===== config.mk =====
export PLATFORM = sky130hd
export DESIGN_NAME = pingpong_decoder
export DESIGN_NICKNAME = d
export VERILOG_FILES = /design/src/rtl/pingpong_decoder.sv
export SDC_FILE = /design/constraint.sdc
export NUM_CORES = 1
export LEC_CHECK = 0
export ABC_AREA = 1
export BUFFER_PORTS_ARGS = -buffer_cell sky130_fd_sc_hd__clkbuf_2
export CAP_MARGIN = 15
export CORE_ASPECT_RATIO = 0.8
export CORE_UTILIZATION = 30
export CTS_BUF_LIST = sky130_fd_sc_hd__clkbuf_16
export DETAILED_ROUTE_END_ITERATION = 12
export PLACE_DENSITY = 0.59
export SLEW_MARGIN = 20
export SYNTH_ARGS = -nofsm -noshare
export SYNTH_HDL_FRONTEND = slang
export SYNTH_SLANG_ARGS = --single-unit

===== constraint.sdc =====
create_clock -name clk -period 5.95 [get_ports clk]
set_input_delay 0.2975 -clock clk [delete_from_list [all_inputs] [get_ports clk]]
set_output_delay 0.2975 -clock clk [all_outputs]
set_load 0.01 [all_outputs]

===== src/rtl/pingpong_decoder.sv =====
// rtl/pingpong_decoder.sv - recovers pingpong accumulator operands from its register stream
// Optional sticky negative-operand check: PINGPONG_DEC_NONNEG_CHECK_EN
module pingpong_decoder #(
    parameter logic signed [31:0] MAX_THRESHOLD = 32'sd100,
    parameter logic signed [31:0] MIN_THRESHOLD = 32'sd0,
    parameter int                 CNT_W         = 16
) (
    input  logic                    clk,
    input  logic                    rst,
    input  logic                    sample_valid,
    input  logic signed [31:0]      reg_value,
    input  logic                    sync_load,
    input  logic                    sync_dir,
    output logic                    out_valid,
    output logic signed [31:0]      out_number,
    output logic                    out_dir,
    output logic                    bounce,
    output logic [CNT_W-1:0]        sample_cnt,
    output logic                    err_flag
);

    typedef enum logic {
        ST_DOWN = 1'b0,
        ST_UP   = 1'b1
    } state_t;

    localparam logic [CNT_W-1:0] CNT_MAX = {CNT_W{1'b1}};
    localparam logic [CNT_W-1:0] CNT_ONE = {{(CNT_W-1){1'b0}}, 1'b1};

    state_t             state;
    state_t             state_nxt;
    logic signed [31:0] prev;
    logic        [31:0] delta;
    logic        [31:0] number_nxt;
    logic               decode;

    always_ff @(posedge clk or posedge rst) begin
        if (rst) begin
            state <= ST_UP;
        end else begin
            state <= state_nxt;
        end
    end

    always_comb begin
        decode     = sample_valid && !sync_load;
        delta      = reg_value - prev;
        number_nxt = (state == ST_UP) ? delta : (32'd0 - delta);
        state_nxt  = state;
        if (sync_load) begin
            state_nxt = sync_dir ? ST_UP : ST_DOWN;
        end else if (sample_valid) begin
            // Already-DOWN above MAX (or already-UP below MIN) keeps its state.
            if ((state == ST_UP) && (reg_value > MAX_THRESHOLD)) begin
                state_nxt = ST_DOWN;
            end else if ((state == ST_DOWN) && (reg_value < MIN_THRESHOLD)) begin
                state_nxt = ST_UP;
            end
        end
    end

    always_ff @(posedge clk or posedge rst) begin
        if (rst) begin
            prev       <= '0;
            out_valid  <= 1'b0;
            out_number <= '0;
            out_dir    <= 1'b1;
            bounce     <= 1'b0;
            sample_cnt <= '0;
        end else begin
            out_valid <= decode;
            bounce    <= decode && (state_nxt != state);
            if (sync_load) begin
                prev       <= reg_value;
                sample_cnt <= '0;
            end else if (sample_valid) begin
                prev       <= reg_value;
                out_number <= number_nxt;
                out_dir    <= (state == ST_UP);
                if (sample_cnt != CNT_MAX) begin
                    sample_cnt <= sample_cnt + CNT_ONE;
                end
            end
        end
    end

`ifdef PINGPONG_DEC_NONNEG_CHECK_EN
    logic err_q;

    // Registered alongside out_number so it rises with the offending pulse.
    always_ff @(posedge clk or posedge rst) begin
        if (rst) begin
            err_q <= 1'b0;
        end else if (decode && number_nxt[31]) begin
            err_q <= 1'b1;
        end
    end

    assign err_flag = err_q;
`else
    assign err_flag = 1'b0;
`endif

endmodule

* After elaboration in Yosys (flattened, before gate mapping) *
Index checks and enable logic that the tools add are counted.

storage, ports and cells
  flip-flop bits (word level) = 84
  latch bits = 0
  RAM bits = 0
  bits in read-only memories = 0
  bits of input ports = 37
  output and inout port bits = 52
  word-level logic and storage cells = 36
  memories kept = 0

cells by class
  add/subtract/negate cells = 3
  multiply operators = 0
  divide/modulo/power cells = 0
  magnitude comparators = 2
  eq/ne operators = 2
  shifts and indexed selects = 0
  multiplexer cells = 11
  bitwise logic cells = 2
  reductions and logical operators = 9

operator list
  kind                   number
  $mux 32                3
  $mux 16                3
  $gt 32x8->1 const B    1
  $lt 32x1->1 const B    1
  $sub 1x32->32 const A  1
  $sub 32x32->32         1
  $add 16x1->16 const B  1
  $ne 16x16->1 const B   1
  $mux 1                 5
  $logic_and 1x1->1      4
  $reduce_and 2->1       2
  $reduce_bool 2->1      2
  $not 1->1              2
  $logic_not 1->1        1
  $ne 1x1->1             1

* Logic depth before layout (Yosys ltp) *
  depth in word-level cells = 8
  depth in mapped cells = 22
  depth with buffers taken out = 22

* Least setup slack after synthesis *
OpenSTA, ideal clock, no wires.

  kind = flip-flop to flip-flop
  start = register prev[0]
  end = register out_number[30]
  setup time = 0.117 ns
  data arrival time = 2.369 ns
  data required time = 5.833 ns
  slack = 3.464 ns
  stages on the path, launching flop included = 19
  path buffers = 0
  clock period less this slack = 2.486 ns
  cell sequence = dfrtp_1 -> ha_1 -> inv_1 -> fa_1 -> inv_1 -> ha_1 -> inv_1 -> nor2_1 -> nand3_1 -> nor2_1 -> nand2_2 -> nor2_4 -> nand3_2 -> nand2_4 -> nand2_4 -> nor2_4 -> nand3_1 -> nand3_1 -> nand2_1

on the way
  longest elaborated chain between the ends = 3

ends and longest elaborated chain
  item                    line  RTL
  from (decl)             32    logic signed [31:0] prev;
  from (signal assigned)  74    prev <= reg_value;
  from (signal assigned)  77    prev <= reg_value;
  $sub 32x32->32 (*)      47    delta = reg_value - prev;
  $sub 1x32->32           48    number_nxt = (state == ST_UP) ? delta : (32'd0 - delta);
  $mux 32 (*)             48
  to (signal assigned)    78    out_number <= number_nxt;
  to (decl)               15    output logic signed [31:0] out_number,

Every way passes the cells marked *; elsewhere a longest branch is shown, timed or not.
A chain may end at the register's enable or synchronous reset.

* Worst setup path in the final report *
  start = register prev[0]
  end = register out_number[27]

Same word-level chain as after synthesis.

==> out/metrics.cfg <==
[status]
status = finished, final reports clean

[route]
top_layer = met4
routedWlPerCell_um = 12.8
wl_met3_um = 936
drt-total-wl_mm = 19.9
met1_length_mm = 10.4
drt_iter0_drc = 580
vias = 7089
ant_nets = 0
drc = 0
wl_met2_mm = 8.48
avgViaCountPerCell = 4.56
drt_pass1_iterations = 7

[clock_tree]
clkTransAtPathRegs_ns = 0.07
cts_tree = yes
htree_levels = 3
insertion_delay_ns = 0.36
cts_buffers = 9
cts_hold_buf = 0
root_buffer = clkbuf_16
clockBufferDepth = 2
cts_resized = 0
postCtsSetupRepairBufs = 0
clock-sinks = 84

[synth]
yosys_register_bits = 84
synth_top_family_by_area = simple AND/OR/NAND/NOR gates
synth_top_flop_cell = dfrtp_1
async_flop_share_pct = 100
synth_compound_gate_area_share_pct = 8.46
synth_cell_types = 42
synthMuxAreaShare_pct = 0.158
synth-adder-area-share_pct = 6.09
netlist_instances = 1160
synth_xor_area_share_pct = 2.71
syn-cell-area_sq_um = 7110
synth.avg_cell_area_sq_um = 6.13
synthesis.nets = 1231
ys.warnings.count = 0
synthSimpleGateAreaFrac_pct = 40.8
yosysSeqAreaShare_pct = 29.6
synth_edf_count = 0

[floorplan]
num_io_pins = 89
die_y_um = 140
fp.dieW_um = 174
num_rows = 49
die-area_sq_um = 24300
initial_core_util_pct = 31.1
core_area_sq_um = 22900

[critical_path]
r2r_end = out_number[27]
start_kind = flip-flop
rr_worst_depth = 17
r2r_start = prev[0]
required_ns = 6.19
crit_type = flip-flop to flip-flop
cp.arrival_ns = 3.12
r2r_slack_ns = 3.07
crit_fanout = 7
end_kind = flip-flop

[grt]
grt-ovfl-total = 0
globalRouteTotalUtil_pct = 17.2
antenna_found_initial = 0
grt_max_degree = 85
grt_pass1_vias = 6822
grt_pass1_wl_mm = 33.7

[hold_path]
hold_class = primary input to asynchronous set/reset pin

[sta]
slew_headroom_pct = 47.9
finalSetupTns_ns = 0
fmax_mhz = 348
finalSetupViolations = 0
holdWs_ns = 0.137
finalMaxSlewViolations = 0
period_needed_ns = 2.88
worstMarginPinSlew_ns = 0.782
rsz0062_at_grt = false
setup_ws_ns = 3.07
period_share_pct = 48.4
skew_ns = 0.00889
hold_viol = 0

[cells_and_area]
finalNonFillerCells = 1553
n_antenna_cell = 0
synthToLayoutAreaGrowth_pct = 15.4
drive_above_1_share_pct = 13.2
nets = 1313

[run]
cap_violations = 0

[placement]
post-place-ws_ns = 3.01
dpl.hpwl_mm = 16.2
io_buffers = 87
finalWeightedCongestion = 0.923
dp.cells = 1537

[pwr]
power_density_nw_per_um2 = 260
peakVddDrop_uv = 123
leakagePower_nw = 4.65
p_total_mw = 2.13

==> per-layer routing <==
metal	track usage (%)	vias up
met5	0	-
met3	2.90	11
met4	3.55	0
met1	24.4	3158
li1	-	3772
met2	27.2	148
==> synth_stat cells, drive strengths merged, types with 6 or more instances <==
cell | number | area (sq um)
inv | 207 | 777
dfrtp | 82 | 2050
nand2 | 432 | 1670
o21ai | 51 | 263
nand3 | 95 | 510
xor2 | 19 | 166
nor3 | 15 | 80.1
nand4 | 18 | 113
a21oi | 52 | 260
nor4 | 6 | 37.5
nor2 | 102 | 428
ha | 33 | 413
clkbuf | 15 | 56.3
==> flip-flops by register name (all words and copies together) (netlist names) <==
signal	cells
prev	32
state	1
out_valid	1
out_number	32
out_dir	1
bounce	1
sample_cnt	16
==> logic make-up after synthesis <==
group | count (synthesis)
simple gates | 677
fa+ha+maj | 34
flops | 84
xor+xnor | 22
buf+inv | 228
compound gates | 113
other cells | 1
mux | 1
==> final cells by class <==
cell class / count / area [sq um]
fillers: 2541 / 14700
multi-input cells: 848 / 4150
flip-flops and latches: 84 / 2100
inverters: 208 / 783
repair buffers: 91 / 469
well taps: 306 / 383
clock buffers: 9 / 225
clock inverters: 7 / 92.6
==> placed cells by master (no fill, tap or decap), types with 18 or more instances in the layout <==
master      n
nand3_1    88
a21oi_1    52
nor2_1     89
dfrtp_1    82
inv_1     194
nand4_1    18
clkbuf_2   87
xor2_1     19
ha_1       33
o21ai_0    42
nand2_1   415
==> how the worst max path moves through the flow <==
stage	from	to	slack, ns
floorplan	prev[0]	out_number[30]	3.46
global placement	reg_value[0]	out_number[27]	3.10
finish	prev[0]	out_number[27]	3.07
CTS	prev[0]	out_number[27]	3.05
detailed placement	reg_value[0]	out_number[27]	3.01
global route	prev[0]	out_number[31]	2.68
==> worst max-delay path: stages (launching register included) <==
cell and delay (ns):
dfrtp_1 0.38, ha_1 0.18, inv_1 0.14, fa_1 0.46
inv_1 0.10, nand2_1 0.06, a21oi_1 0.16, nand3_1 0.09
nor2_1 0.19, nand3_1 0.13, nor2_1 0.11, nand2_1 0.09
nor2_1 0.15, nand3_1 0.11, nand2_2 0.14, nand4_1 0.10
nand3_1 0.10, nand2_1 0.07
==> report_power, final <==
part           leakage (nW)  switching (mW)  internal, mW
combinational          3.46           0.539         0.277
sequential             1.03          0.0557         0.655
clock                 0.156           0.270         0.337
total                  4.65           0.865          1.27
==> through the flow <==
stage / util [%] / cell area [sq um]
after floorplan: - / 7110
after global placement: 34.5 / 7890
after detailed placement: 34.5 / 7890
after CTS: 35.9 / 8210
after global routing: 35.9 / 8210
final: 35.9 / 8210
No activity file was read; power rests on OpenSTA's default activity.
